$ cat src/rtl/bidir_switch_config_loader.sv
// bidir_switch_config_loader
//   Byte-serial configuration writer for bidir_switch_block. A framed stream
//   (HEADER, P0..P13 [, checksum]) is assembled into a 108-bit shadow word.
//   The shadow word is then committed atomically to 'select'.
//
//   Optional feature macro: CONFIG_CHECKSUM_EN
//     defined   -> a trailing XOR checksum byte is checked in the CHECK state;
//                  'err' pulses when the checksum does not match.
//     undefined -> no CHECK state and no XOR logic; COMMIT follows P13
//                  directly; 'err' is tied low.
//
// Ports
//   clk        : single clock, rising edge
//   rst        : synchronous active-high reset
//   in_data    : configuration byte
//   in_valid   : in_data valid
//   in_ready   : loader accepts a byte (transfer on in_valid && in_ready)
//   cfg_clear  : synchronous clear; opens all switches, aborts any frame
//   select     : committed 108-bit switch configuration
//   busy       : frame in progress (PAYLOAD / CHECK / COMMIT)
//   done       : one-cycle pulse, new select committed
//   err        : one-cycle pulse, frame rejected (checksum build only)

module bidir_switch_config_loader #(
    parameter logic [7:0]     HEADER = 8'hA5,
    localparam int unsigned   SEL_W  = 108
) (
    input  logic             clk,
    input  logic             rst,
    input  logic [7:0]       in_data,
    input  logic             in_valid,
    output logic             in_ready,
    input  logic             cfg_clear,
    output logic [SEL_W-1:0] select,
    output logic             busy,
    output logic             done,
    output logic             err
);

    localparam int unsigned LO_BYTES = 13;
    localparam int unsigned CNT_W    = 4;
    localparam logic [CNT_W-1:0] LAST_IDX = CNT_W'(13);

`ifdef CONFIG_CHECKSUM_EN
    typedef enum logic [1:0] {
        IDLE    = 2'd0,
        PAYLOAD = 2'd1,
        CHECK   = 2'd2,
        COMMIT  = 2'd3
    } state_t;
`else
    typedef enum logic [1:0] {
        IDLE    = 2'd0,
        PAYLOAD = 2'd1,
        COMMIT  = 2'd3
    } state_t;
`endif

    state_t state;
    state_t state_n;

    // Shadow word split into the 13 full bytes and the final nibble.
    logic [LO_BYTES-1:0][7:0] shadow_lo;
    logic [3:0]               shadow_hi;
    logic [CNT_W-1:0]         cnt;

    logic xfer;
    logic start_c;
    logic load_c;
    logic commit_c;
    logic done_c;

`ifdef CONFIG_CHECKSUM_EN
    logic [7:0] csum;
    logic       err_c;
`endif

    // Ready is withheld only during COMMIT and while reset is asserted.
    assign in_ready = !rst && (state != COMMIT);
    assign xfer     = in_valid && in_ready;

    // Next-state and control decode.
    always_comb begin
        state_n  = state;
        start_c  = 1'b0;
        load_c   = 1'b0;
        commit_c = 1'b0;
        done_c   = 1'b0;
`ifdef CONFIG_CHECKSUM_EN
        err_c    = 1'b0;
`endif
        case (state)
            IDLE: begin
                // Non-header bytes are dropped silently while hunting.
                if (xfer && (in_data == HEADER)) begin
                    start_c = 1'b1;
                    state_n = PAYLOAD;
                end
            end
            PAYLOAD: begin
                if (xfer) begin
                    load_c = 1'b1;
                    if (cnt == LAST_IDX) begin
`ifdef CONFIG_CHECKSUM_EN
                        state_n = CHECK;
`else
                        state_n = COMMIT;
`endif
                    end
                end
            end
`ifdef CONFIG_CHECKSUM_EN
            CHECK: begin
                if (xfer) begin
                    if (in_data == csum) begin
                        state_n = COMMIT;
                    end else begin
                        err_c   = 1'b1;
                        state_n = IDLE;
                    end
                end
            end
`endif
            COMMIT: begin
                commit_c = 1'b1;
                done_c   = 1'b1;
                state_n  = IDLE;
            end
            default: begin
                state_n = IDLE;
            end
        endcase
    end

    // State register; clear aborts any frame in flight.
    always_ff @(posedge clk) begin
        if (rst || cfg_clear) begin
            state <= IDLE;
        end else begin
            state <= state_n;
        end
    end

    // Shadow assembly, byte counter and committed select.
    always_ff @(posedge clk) begin
        if (rst || cfg_clear) begin
            shadow_lo <= '0;
            shadow_hi <= '0;
            cnt       <= '0;
            select    <= '0;
            busy      <= 1'b0;
            done      <= 1'b0;
        end else begin
            done <= done_c;
            busy <= (state_n != IDLE);
            if (start_c) begin
                cnt <= '0;
            end else if (load_c) begin
                // Little-endian: Pk lands in bits [8k+7:8k]; P13 only its low nibble.
                if (cnt == LAST_IDX) begin
                    shadow_hi <= in_data[3:0];
                end else begin
                    shadow_lo[cnt] <= in_data;
                end
                cnt <= cnt + CNT_W'(1);
            end
            if (commit_c) begin
                select <= {shadow_hi, shadow_lo};
            end
        end
    end

`ifdef CONFIG_CHECKSUM_EN
    // Running XOR over the full payload bytes, including P13[7:4].
    always_ff @(posedge clk) begin
        if (rst || cfg_clear) begin
            csum <= 8'h00;
            err  <= 1'b0;
        end else begin
            err <= err_c;
            if (start_c) begin
                csum <= 8'h00;
            end else if (load_c) begin
                csum <= csum ^ in_data;
            end
        end
    end
`else
    assign err = 1'b0;
`endif

endmodule

$ cat config.mk
export PLATFORM = sky130hd
export DESIGN_NAME = bidir_switch_config_loader
export DESIGN_NICKNAME = d
export VERILOG_FILES = /design/src/rtl/bidir_switch_config_loader.sv
export SDC_FILE = /design/constraint.sdc
export NUM_CORES = 1
export LEC_CHECK = 0
export BUFFER_PORTS_ARGS = -buffer_cell sky130_fd_sc_hd__buf_2
export CORE_UTILIZATION = 60
export DETAILED_ROUTE_END_ITERATION = 10
export PLACE_DENSITY = 0.84
export SYNTH_ARGS = -nofsm -noshare
export SYNTH_HDL_FRONTEND = slang
export SYNTH_SLANG_ARGS = --single-unit
$ cat constraint.sdc
create_clock -name clk -period 3.2 [get_ports clk]
set_clock_uncertainty 0.2 [all_clocks]
set_input_delay 0.16 -clock clk [delete_from_list [all_inputs] [get_ports clk]]
set_output_delay 0.16 -clock clk [all_outputs]
set_load 0.02 [all_outputs]
Word level (Yosys, flattened, before mapping)
Cells that the tools add are included.
- add/subtract/negate cells: 1
- multipliers: 0
- div/mod/pow operators: 0
- $lt $le $gt $ge: 2
- equality and inequality tests: 5
- shift operators: 0
- multiplexer cells: 12
- bitwise logic cells: 2
- reductions and logical operators: 11
- operators by type and width (operator ; number):
    $bwmux 104 ; 1
    $demux 8 s4 ; 1
    $eq 8x8->1 const B ; 1
    $mux 8 ; 1
    $mux 2 ; 3
    $reduce_and 3->1 ; 2
    $lt 4x5->1 const B ; 1
    $mux 1 ; 5
    $add 4x1->4 const B ; 1
    $eq 4x4->1 const B ; 1
    $ge 4x1->1 const B ; 1
    $logic_and 1x1->1 ; 4
    $pmux 2 s2 ; 1
    $eq 2x1->1 const B ; 1
    $eq 2x2->1 const B ; 1
    $logic_not 2->1 ; 1
    $ne 2x2->1 const B ; 1
    $not 1->1 ; 2
    $reduce_bool 2->1 ; 1
    $reduce_or 2->1 ; 1
    $logic_not 1->1 ; 1
    $logic_or 1x1->1 ; 1
- register bits: 224
- latch bits: 0
- bits in writable memories: 0
- memory bits (read-only): 0
- output and inout bits: 112
- word-level logic and storage cells: 52
- memories kept: 0

Depth between registers and ports, before layout
Gate-level depths: netlist of the first run.
- depth in word-level cells: 8
- depth in mapped cells: 7
- mapped depth without buffers: 5

Least setup slack after synthesis of the first run
No wires, ideal clock.
- kind: register to register
- start: register cnt[1]
- end: register shadow_lo[100] in the netlist's numbering
- data arrival time: 1.358 ns
- path slack: 1.517 ns
- cell stages (with the launch flop): 7
- clock period less this slack: 1.683 ns
- cell sequence: dfxtp_1 > inv_1 > ha_1 > buf_2 > and3b_1 > nand3_2 > mux2i_1
- word-level cells in the longest chain between the ends: 5
- ends and longest elaborated chain (element ; line ; RTL):
    start: declaration ; 65 ; logic [CNT_W-1:0] cnt;
    start signal: assignment ; 165 ; cnt <= cnt + CNT_W'(1);
    $lt 4x5->1 (implied by the code) or $ge 4x1->1 (tied branches) ; 163 ; shadow_lo[cnt] <= in_data;
    $logic_and 1x1->1 (implied by the code) ; 163 ;
    $mux 8 (implied by the code) ; 163 ;
    $demux 8 s4 ; 163 ;
    $bwmux 104 ; 163 ;
    end signal: indexed assignment ; 163 ;
    end: declaration ; 63 ; logic [LO_BYTES-1:0][7:0] shadow_lo;
Parallel ways exist; a longest one is shown, timed or not.
A chain may end at the register's enable or synchronous reset.

Worst setup path in the final report of the first run
- start: input port in_data[4]
- end: register busy
- word-level cells in the longest chain between the ends: 5
- ends and longest elaborated chain (element ; line ; RTL):
    start: declaration ; 30 ; input logic [7:0] in_data,
    $eq 8x8->1 ; 95 ; if (xfer && (in_data == HEADER)) begin
    $logic_and 1x1->1 ; 95 ;
    $mux 2 ; 95 ;
    $pmux 2 s2 ; 92 ; case (state)
    $reduce_bool 2->1 ; 155 ; busy <= (state_n != IDLE);
    end signal: assignment ; 155 ;
    end: declaration ; 35 ; output logic busy,
Every way passes these cells.

==> flow_summary.yaml, run 1 <==
worst_setup_path:
  cpMostUsedCell: "dlygate4sd3_1"
  critical_path_arrival_ns: 2.74
  path_buf_inv: 4
  slowest_stage: "dlygate4sd3_1"
  path_max_fanout: 2
  worstSetupEndpointType: "flip-flop"
  cp_cell_sequence: "dlygate4sd3_1 -> buf_2 -> nor4b_1 -> dlygate4sd3_1 -> a31oi_1 -> dlygate4sd3_1 -> nor3_1"
  path_class: "in -> reg"
  crit_required_ns: 3.37
  startpoint_type: "input pin"
  crit_family: "buffers and inverters"
  cp_slowest_stage_delay_ns: 0.60
logic_synthesis:
  synth_fp_nets: 907
  synth_top_area_share_pct: 55.4
  yosysMostFrequentCell: "nand2_1"
  synth_common_cells: "nand2_1, dfxtp_1, a21oi_1, mux2i_1, clkbuf_1"
  synth_seq_cells: 224
  synthArstFlopShare_pct: 0
  yosys_warnings: 0
  synth.largest_area_cell: "dfxtp_1"
  syn_area_um2: 8100
  synth_cells: 891
  synth.distinct_cells: 32
  dominantRegCellSynth: "dfxtp_1"
  syn_avg_cell_area_um2: 9.09
  netlist_top_cells_area: "dfxtp_1, nand2_1, mux2i_1"
  ys_seq_area_share_pct: 55.4
  synth_enable_flop_cells: 0
place:
  dp_hpwl_mm: 11.3
  place_congestion: 0.794
  io_buffers: 122
  place_ws_ns: 0.929
run:
  drv_cap: 0
final_layout:
  fillers: 967
  multi_input_area_um2: 3340
  area_growth_syn_to_layout_pct: 16.9
  post-route-util_pct: 71.8
  final_net_count: 1004
  drive_above_1_share_pct: 18.1
  regArea_um2: 4480
power:
  clockPowerShare_pct: 45.8
  power.switching_mw: 1.11
  p_per_area_nw_per_um2: 563
  p_leak_nw: 4.21
  share_comb_of_total_power_pct: 1.9
  power_mw: 5.33
  ir_drop_mv: 0.425
  p_seq_share_pct: 52.3
  intPower_mw: 4.22
  p_sw_share_pct: 20.9
cts:
  clkTransAtPathRegs_ns: 0.06
  postCtsSetupRepairBufs: 0
  cts_max_level: 1
  cts_sinks: 224
  clockBufferDepth: 3
  cts-root-buf: "clkbuf_16"
  clk_latency_ns: 0.50
  tritoncts: "built"
  cts_buffers: 23
timing:
  hold_violations: 0
  grt_setup_unrepaired: "false"
  slew_headroom_pct: 26.4
  finalCriticalPeriod_ns: 2.57
  fmax_mhz: 389
  period_share_pct: 80.4
  finalSetupViolations: 0
  maxSlewViolCount: 0
  fin_ws_ns: 0.628
  tightest_slew_ns: 1.10
  tns_ns: 0
hold_path:
  hp-class: "in -> reg"
drt:
  avgRoutedWirePerCell_um: 15.5
  drt-initial-drc-count: 370
  dr.pass1.iters: 4
  ant_nets: 0
  wl_mm: 18.3
  vias: 6345
  vias_per_cell: 5.39
  drc_errors: 0
grt:
  antenna_found_initial: 0
  grt_max_degree: 110
  grt_pass1_wl_mm: 30.0
  grt_overflow: 0
  grt_use_total_pct: 26.5
  grt_pass1_vias: 6204
floorplanning:
  chipWidth_um: 118
  rows: 42
  die_y_um: 118
  fp.dieArea_um2: 14000
  initial_core_util_pct: 61.4
  io_pins: 124
  fp.coreArea_um2: 13200
run_status:
  outcome: "finished, final reports clean"
## what timing repair did
item                                    in CTS  in global routing
hold endpoints to repair                    30                  0
endpoints found under the setup margin       0                  0
gates resized for setup                      0                  0
hold buffers                                 6                  0
## power groups by stage
stage	Sequential [mW]	Combinational (mW)	Clock, mW
floorplan	2.85	0.0612	0
global placement	2.85	0.0924	0
detailed placement	2.85	0.0927	0
CTS	2.79	0.0983	2.46
global route	2.79	0.106	2.57
finish	2.79	0.0991	2.44
## worst register-to-register path, stage by stage (launching register included)
cell and delay [ns]:
dfxtp_1 0.37, nor4b_1 0.34, dlygate4sd3_1 0.60, a31oi_1 0.06, dlygate4sd3_1 0.59, nor3_1 0.27
## cell usage in the layout (no fill, tap or decap), drive strengths merged, types with 2 or more instances in the layout
cell type and count:
inv 4, nor2 5, nor4b 2, ha 4, o21ai 2, nand2 337, mux2i 108, nor2b 2
clkbuf 31, dlygate4sd3 6, nand3 13, dfxtp 224, buf 130, a21oi 112, clkinv 5, or3 2
nor3 2
## sequential cells by signal, indices dropped and copies added (netlist names)
name       cells
state          2
select       108
shadow_hi      4
shadow_lo    104
done           1
cnt            4
busy           1
## logic make-up (layout without fill, tap and decap cells)
family,after synthesis,in the layout,share of synthesized area [%]
AO/OA/AOI/OAI,116,116,7.23
adder cells (fa/ha/maj),4,4,0.618
buffers and inverters,67,176,3.62
flip-flops,224,224,55.4
multiplexers,108,108,13.4
other,1,2,0.0463
AND/OR/NAND/NOR,371,371,19.7
## layout make-up
class / instances / area share [%]
antenna: 1 / 0.0264
clock buffer: 31 / 6.82
clock inverter: 6 / 0.383
inverter: 3 / 0.119
multi-input combinational: 600 / 35.2
sequential: 224 / 47.4
tap: 176 / 2.33
timing repair buffer: 136 / 7.72
## path summary, 6_finish.rpt
kind	from	endpoint	slack, ns	depth (start not counted)
hold / removal	rst	shadow_lo[98]	0.02	4
setup / recovery	in_data[4]	busy	0.63	7
hold reg to reg	select[74]	select[74]	0.25	2
setup reg to reg	state[0]	busy	0.64	5
## through the flow
stage                     cells  cell area, um2  hold WS [ns]
after floorplan             891            8100         0.163
after global placement     1133            8720         0.239
after detailed placement   1133            8720         0.243
after CTS                  1176            9470       0.00129
after global routing       1176            9470        0.0504
final                      1177            9470        0.0180
## per-layer routing
layer / vias up / track usage, % / wire length (um)
li1: 3102 / - / -
met1: 3043 / 33.3 / 7940
met2: 160 / 45.6 / 9180
met3: 40 / 3.52 / 682
met4: 0 / 11.2 / 474
met5: - / 0 / 0
No activity file was read; power rests on OpenSTA's default activity.
==> run 2: changes to the inputs <==
--- a/config.mk
+++ b/config.mk
@@ -6,9 +6,9 @@
 export NUM_CORES = 1
 export LEC_CHECK = 0
 export BUFFER_PORTS_ARGS = -buffer_cell sky130_fd_sc_hd__buf_2
-export CORE_UTILIZATION = 60
+export CORE_UTILIZATION = 56
 export DETAILED_ROUTE_END_ITERATION = 10
-export PLACE_DENSITY = 0.84
+export PLACE_DENSITY = 0.79
 export SYNTH_ARGS = -nofsm -noshare
 export SYNTH_HDL_FRONTEND = slang
 export SYNTH_SLANG_ARGS = --single-unit
==> constraint.sdc (replaced) <==
create_clock -name clk -period 2.6 [get_ports clk]
set_clock_uncertainty 0.2 [all_clocks]
set_input_delay 0.13 -clock clk [delete_from_list [all_inputs] [get_ports clk]]
set_output_delay 0.13 -clock clk [all_outputs]
set_load 0.02 [all_outputs]
==> flow_summary.yaml, run 2 (synthesis results as in run 1) <==
grt:
  grtUsageMet1_pct: 32.2
  grt_pass1_vias: 5946
  grt_overflow: 0
  grt_use_total_pct: 24.3
  grt_max_degree: 67
  grtUsageMet3_pct: 3.16
  grt-busiest-layer: "met2"
  grt_use_met2_pct: 41.3
  grt_pass1_wl_mm: 29.3
  antenna_found_initial: 0
cts:
  cts_buffers: 23
  cts_sinks: 224
  clockBufferDepth: 3
  postCtsSetupRepairBufs: 0
  clkTransAtPathRegs_ns: 0.06
  tritoncts: "built"
  clk_latency_ns: 0.49
  cts-root-buf: "clkbuf_16"
  cts_max_level: 1
timing:
  tightest_slew_ns: 0.792
  slew_headroom_pct: 47.2
  fmax_mhz: 453
  tns_ns: 0
  hold_violations: 0
  maxSlewViolCount: 0
  finalSetupViolations: 0
  period_share_pct: 84.8
  grt_setup_unrepaired: "false"
  finalCriticalPeriod_ns: 2.21
drt:
  ant_nets: 0
  avgRoutedWirePerCell_um: 15.2
  drc_errors: 0
  vias: 6339
  wl_mm: 18.1
  vias_per_cell: 5.34
  dr.pass1.iters: 5
  drt-initial-drc-count: 452
power:
  p_leak_nw: 4.28
  power.switching_mw: 1.37
  share_comb_of_total_power_pct: 1.8
  p_seq_share_pct: 49.6
  ir_drop_mv: 0.538
  intPower_mw: 5.55
  p_sw_share_pct: 19.9
  p_per_area_nw_per_um2: 718
  clockPowerShare_pct: 48.6
  power_mw: 6.92
worst_setup_path:
  cp_cell_sequence: "and2_4 -> nor2_1 -> buf_2"
  r2r_cells: 4
  slowest_stage: "and2_4"
  path_class: "reg -> out"
  worstReg2RegStart: "state[0]"
  worstSetupEndpointType: "primary output"
  critical_path_arrival_ns: 1.88
  crit_required_ns: 2.27
  timing.rr.end: "select[94]"
  path_max_fanout: 51
  startpoint_type: "flip-flop"
  cp_slowest_stage_delay_ns: 0.58
  rrSetupSlack_ns: 0.68
final_layout:
  reg_top3: "select x108, shadow_lo x104"
  top_register: "select"
  regArea_um2: 4480
  fin_area_um2: 9630
  fillers: 1100
  final_common_cell: "nand2_1"
  multi_input_area_um2: 3340
  layout_common_cells: "nand2_1, dfxtp_1, buf_2, a21oi_1, mux2i_1"
  antenna_cells: 0
  area_growth_syn_to_layout_pct: 19.0
  largest_reg_flops: 108
  final_net_count: 1010
  drive_above_1_share_pct: 18.8
  post-route-util_pct: 68.9
place:
  place_congestion: 0.807
  post_dp_cell_area_um2: 8780
  dp_hpwl_mm: 11.2
  io_buffers: 122
hold_path:
  hold_depth: 4
  min_from: "in_valid"
  min_to: "cnt[3]"
  hp-class: "in -> reg"
floorplanning:
  fp.coreArea_um2: 14000
  initial_core_util_pct: 57.9
  fp.dieArea_um2: 14900
  die_y_um: 122
  io_pins: 124
  rows: 43
  chipWidth_um: 122
run:
  drv_cap: 0
run_status:
  outcome: "finished, final reports clean"
-- run 2: cell types whose count changed in the layout (fill, tap and decap cells not counted) --
cell and change:
buf_12 +1, buf_4 +4, bufinv_16 +3, clkbuf_1 -1
clkbuf_8 +2, clkinv_2 -3, clkinvlp_4 +1, diode_2 -1
dlygate4sd3_1 +1, inv_6 +1, inv_8 -1
-- run 2: layout make-up --
cell class / instances / area share (%)
well taps: 180 / 2.34
flip-flops and latches: 224 / 46.5
clock buffers: 32 / 6.95
multi-input cells: 600 / 34.6
repair buffers: 142 / 8.21
inverters: 3 / 0.117
clock inverters: 7 / 1.21
-- run 2: critical path: cells and delay by family (launching register included) --
family,cells,cell delay (ns)
and+or+nand+nor,2,0.72
DFF,1,0.46
buffers and inverters,1,0.20
-- run 2: per-layer routing --
metal | up-vias | routed length (um) | share of wire [%]
met4 | 0 | 330 | 1.8
li1 | 3121 | - | -
met3 | 29 | 823 | 4.5
met1 | 3010 | 8120 | 45
met5 | - | 0 | 0
met2 | 179 | 8840 | 49
-- run 2: stage by stage --
step,hold slack (ns),std cells,setup slack [ns]
after floorplan,0.133,891,0.917
after global placement,0.239,1142,0.762
after detailed placement,0.243,1142,0.746
after CTS,0.00215,1188,0.369
after global routing,0.0924,1188,0.275
final,0.0182,1188,0.394
-- run 2: worst max path at each step --
| stage | startpoint | endpoint | slack [ns] | cells after the start |
|---|---|---|---|---|
| final | state[0] | in_ready | 0.39 | 3 |
| after global routing | state[0] | in_ready | 0.28 | 3 |
| after CTS | state[1] | in_ready | 0.37 | 3 |
| after detailed placement | cnt[1] | shadow_lo[97] | 0.75 | 5 |
| after global placement | state[1] | select[67] | 0.76 | 4 |
| after floorplan | cnt[1] | shadow_lo[100] | 0.92 | 6 |
-- run 2: power by group through the flow --
| stage | clock [mW] | combinational (mW) | sequential (mW) |
|---|---|---|---|
| 4_1_cts | 3.39 | 0.124 | 3.43 |
| 3_3_place_gp | 0 | 0.114 | 3.51 |
| 5_1_grt | 3.55 | 0.132 | 3.43 |
| 3_5_place_dp | 0 | 0.114 | 3.51 |
| 2_1_floorplan | 0 | 0.0753 | 3.51 |
| 6_report | 3.37 | 0.124 | 3.43 |
-- run 2: repair_timing --
item / 4_1_cts / 5_1_grt
gates resized for setup: 0 / 0
endpoints found under the hold margin: 16 / 0
hold buffers: 7 / 0
==> run 3: changes to the inputs <==
--- a/config.mk
+++ b/config.mk
@@ -5,10 +5,11 @@
 export SDC_FILE = /design/constraint.sdc
 export NUM_CORES = 1
 export LEC_CHECK = 0
+export ABC_AREA = 1
 export BUFFER_PORTS_ARGS = -buffer_cell sky130_fd_sc_hd__buf_2
-export CORE_UTILIZATION = 56
+export CORE_UTILIZATION = 51
 export DETAILED_ROUTE_END_ITERATION = 10
-export PLACE_DENSITY = 0.79
+export PLACE_DENSITY = 0.75
 export SYNTH_ARGS = -nofsm -noshare
 export SYNTH_HDL_FRONTEND = slang
 export SYNTH_SLANG_ARGS = --single-unit
==> constraint.sdc (replaced) <==
create_clock -name clk -period 2 [get_ports clk]
set_clock_uncertainty 0.2 [all_clocks]
set_input_delay 0.1 -clock clk [delete_from_list [all_inputs] [get_ports clk]]
set_output_delay 0.1 -clock clk [all_outputs]
set_load 0.02 [all_outputs]
==> flow_summary.yaml, run 3 <==
logic_synthesis:
  synth.largest_area_cell: "dfxtp_1"
  synth_cells: 1152
  synth_fp_nets: 1168
  synth_enable_flop_cells: 0
  netlist_top_cells_area: "dfxtp_1, nor2_1, o21ai_0"
  yosys_warnings: 0
  synth.distinct_cells: 23
  syn_avg_cell_area_um2: 7.40
  synth_top_area_share_pct: 52.6
  yosysMostFrequentCell: "nor2_1"
  synthArstFlopShare_pct: 0
  syn_area_um2: 8530
  synth_seq_cells: 224
  synth_common_cells: "nor2_1, dfxtp_1, nand2_1, o21ai_0, nand3_1"
  dominantRegCellSynth: "dfxtp_1"
  ys_seq_area_share_pct: 52.6
cts:
  cts_sinks: 224
  clkTransAtPathRegs_ns: 0.06
  clk_latency_ns: 0.50
  clockBufferDepth: 3
  tritoncts: "built"
  cts_max_level: 1
  cts_buffers: 23
  cts-root-buf: "clkbuf_16"
floorplanning:
  io_pins: 124
  initial_core_util_pct: 52.9
  fp.dieArea_um2: 17200
  chipWidth_um: 131
  fp.coreArea_um2: 16100
  die_y_um: 131
  rows: 46
hold_path:
  hp-class: "in -> reg"
  min_from: "rst"
  hold_depth: 5
  min_to: "shadow_lo[67]"
timing:
  maxSlewViolCount: 0
  grt_setup_unrepaired: "false"
  slew_headroom_pct: 56.3
  period_share_pct: 95.5
  tightest_slew_ns: 0.655
  fmax_mhz: 523
  finalSetupViolations: 0
  finalCriticalPeriod_ns: 1.91
  hold_violations: 2
  whs_ns: -0.0143
  tns_ns: 0
place:
  dp_hpwl_mm: 12.3
  place_congestion: 0.771
  placed_cells: 1439
  post_dp_cell_area_um2: 9360
  io_buffers: 122
final_layout:
  antenna_cells: 0
  top_register: "select"
  reg_top3: "select x108, shadow_lo x104"
  drive_above_1_share_pct: 16.1
  final_common_cell: "nor2_1"
  stdcell_count: 1491
  layout_common_cells: "nor2_1, dfxtp_1, nand2_1, buf_2, o21ai_0"
  fin_area_um2: 10300
  area_growth_syn_to_layout_pct: 20.7
  largest_reg_flops: 108
  final_net_count: 1279
power:
  p_leak_nw: 3.99
  p_sw_share_pct: 21.1
  power.switching_mw: 1.85
  clockPowerShare_pct: 45.9
  ir_drop_mv: 0.585
  p_seq_share_pct: 50.8
  power_mw: 8.79
  share_comb_of_total_power_pct: 3.3
  intPower_mw: 6.94
  p_per_area_nw_per_um2: 854
worst_setup_path:
  timing.rr.end: "shadow_lo[103]"
  startpoint: "state[0]"
  path_max_fanout: 34
  startpoint_type: "flip-flop"
  path_class: "reg -> out"
  cp_cell_sequence: "nand2_4 -> buf_12 -> clkinv_4 -> buf_16 -> nor2_2 -> buf_4"
  worstReg2RegStart: "cnt[1]"
  r2r_cells: 9
  slowest_stage: "dfxtp_2"
  worstSetupEndpointType: "primary output"
  critical_path_arrival_ns: 1.61
  rrSetupSlack_ns: 0.24
  crit_required_ns: 1.70
  cp_slowest_stage_delay_ns: 0.41
drt:
  vias: 7660
  ant_nets: 0
  wl_mm: 20.7
  drc_errors: 0
  avgRoutedWirePerCell_um: 13.9
  vias_per_cell: 5.14
  drt-initial-drc-count: 521
  dr.pass1.iters: 4
run:
  drv_cap: 0
grt:
  grt_pass1_vias: 6852
  grt_pass1_wl_mm: 33.9
  grt_max_degree: 132
  grt_overflow: 0
  antenna_found_initial: 0
  grt_use_total_pct: 23.6
run_status:
  violations: "hold timing"
  outcome: "finished with violations"
run 3: changes by cell type after synthesis, sizes merged, moves of 2 or more:
| cell | before | now |
|---|---|---|
| buf | 22 | 56 |
| nand2 | 337 | 123 |
| nor2b | 2 | 0 |
| inv | 3 | 27 |
| nand3 | 13 | 106 |
| nor4b | 2 | 0 |
| a21oi | 112 | 83 |
| o21ai | 2 | 113 |
| or3 | 2 | 0 |
| mux2i | 108 | 0 |
| nor2 | 5 | 378 |
| clkbuf | 42 | 29 |
| nor3 | 2 | 4 |
run 3: metal layers:
metal / wire length, um / vias to the layer above / share of wire, % / track usage (%)
li1: - / 3923 / - / -
met1: 9510 / 3511 / 46 / 32.8
met2: 9580 / 186 / 46 / 38.2
met3: 1170 / 40 / 5.6 / 3.13
met4: 441 / 0 / 2.1 / 6.65
met5: 0 / - / 0 / 0
run 3: power by group through the flow:
stage                     Clock, mW  Sequential, mW  Combinational [mW]
after floorplan                   0            4.56               0.182
after global placement            0            4.56               0.265
after detailed placement          0            4.56               0.267
after CTS                      4.10            4.46               0.287
after global routing           4.30            4.46               0.321
final                          4.04            4.46               0.291
run 3: how the worst max path moves through the flow:
| stage | end | slack (ns) | cells after the start |
|---|---|---|---|
| final | in_ready | 0.09 | 6 |
| after global routing | in_ready | 0.002 | 6 |
| after CTS | in_ready | 0.01 | 6 |
| after detailed placement | shadow_lo[103] | 0.18 | 9 |
| after global placement | shadow_lo[81] | 0.26 | 9 |
| after floorplan | shadow_lo[0] | 0.19 | 10 |
run 3: cell type report:
class | count | area [um2]
Timing Repair Buffer | 171 | 1150
Fill cell | 1456 | 5830
Sequential cell | 224 | 4490
Clock buffer | 35 | 701
Inverter | 27 | 106
Clock inverter | 2 | 10.0
Multi-Input combinational cell | 816 | 3560
Tap cell | 216 | 270
run 3: metrics by stage:
step | setup slack (ns) | hold slack, ns | util [%]
floorplan | 0.193 | 0.0648 | -
global placement | 0.264 | 0.177 | 58.1
detailed placement | 0.182 | 0.188 | 58.1
CTS | 0.00997 | 0.00164 | 63.6
global route | 0.00174 | 0.0616 | 63.8
finish | 0.0894 | -0.0143 | 63.8
run 3: worst max-delay path, delay by kind of cell, from the launching register on:
kind | cells | cell delay (ns)
flip-flops | 1 | 0.41
AND/OR/NAND/NOR | 2 | 0.12
buffers and inverters | 4 | 0.58
run 3: kinds of logic (layout without fill, tap and decap cells):
logic type | after synthesis | after routing | synth area share (%)
buffers and inverters | 112 | 235 | 5.91
xor gates and xnor gates | 1 | 1 | 0.103
and+or+nand+nor | 614 | 614 | 29.2
adders and majority gates | 4 | 4 | 0.587
other | 1 | 1 | 0.0440
AOI/OAI and AO/OA | 196 | 196 | 11.5
DFF | 224 | 224 | 52.6
run 3: timing repair:
item / in CTS / in global routing
buffers inserted: 0 / 1
cloned: 1 / 1
hold endpoints to repair: 150 / 0
hold buffers: 12 / 0
resized for setup: 6 / 3
pin swaps: 0 / 1
endpoints found under the setup margin: 1 / 15
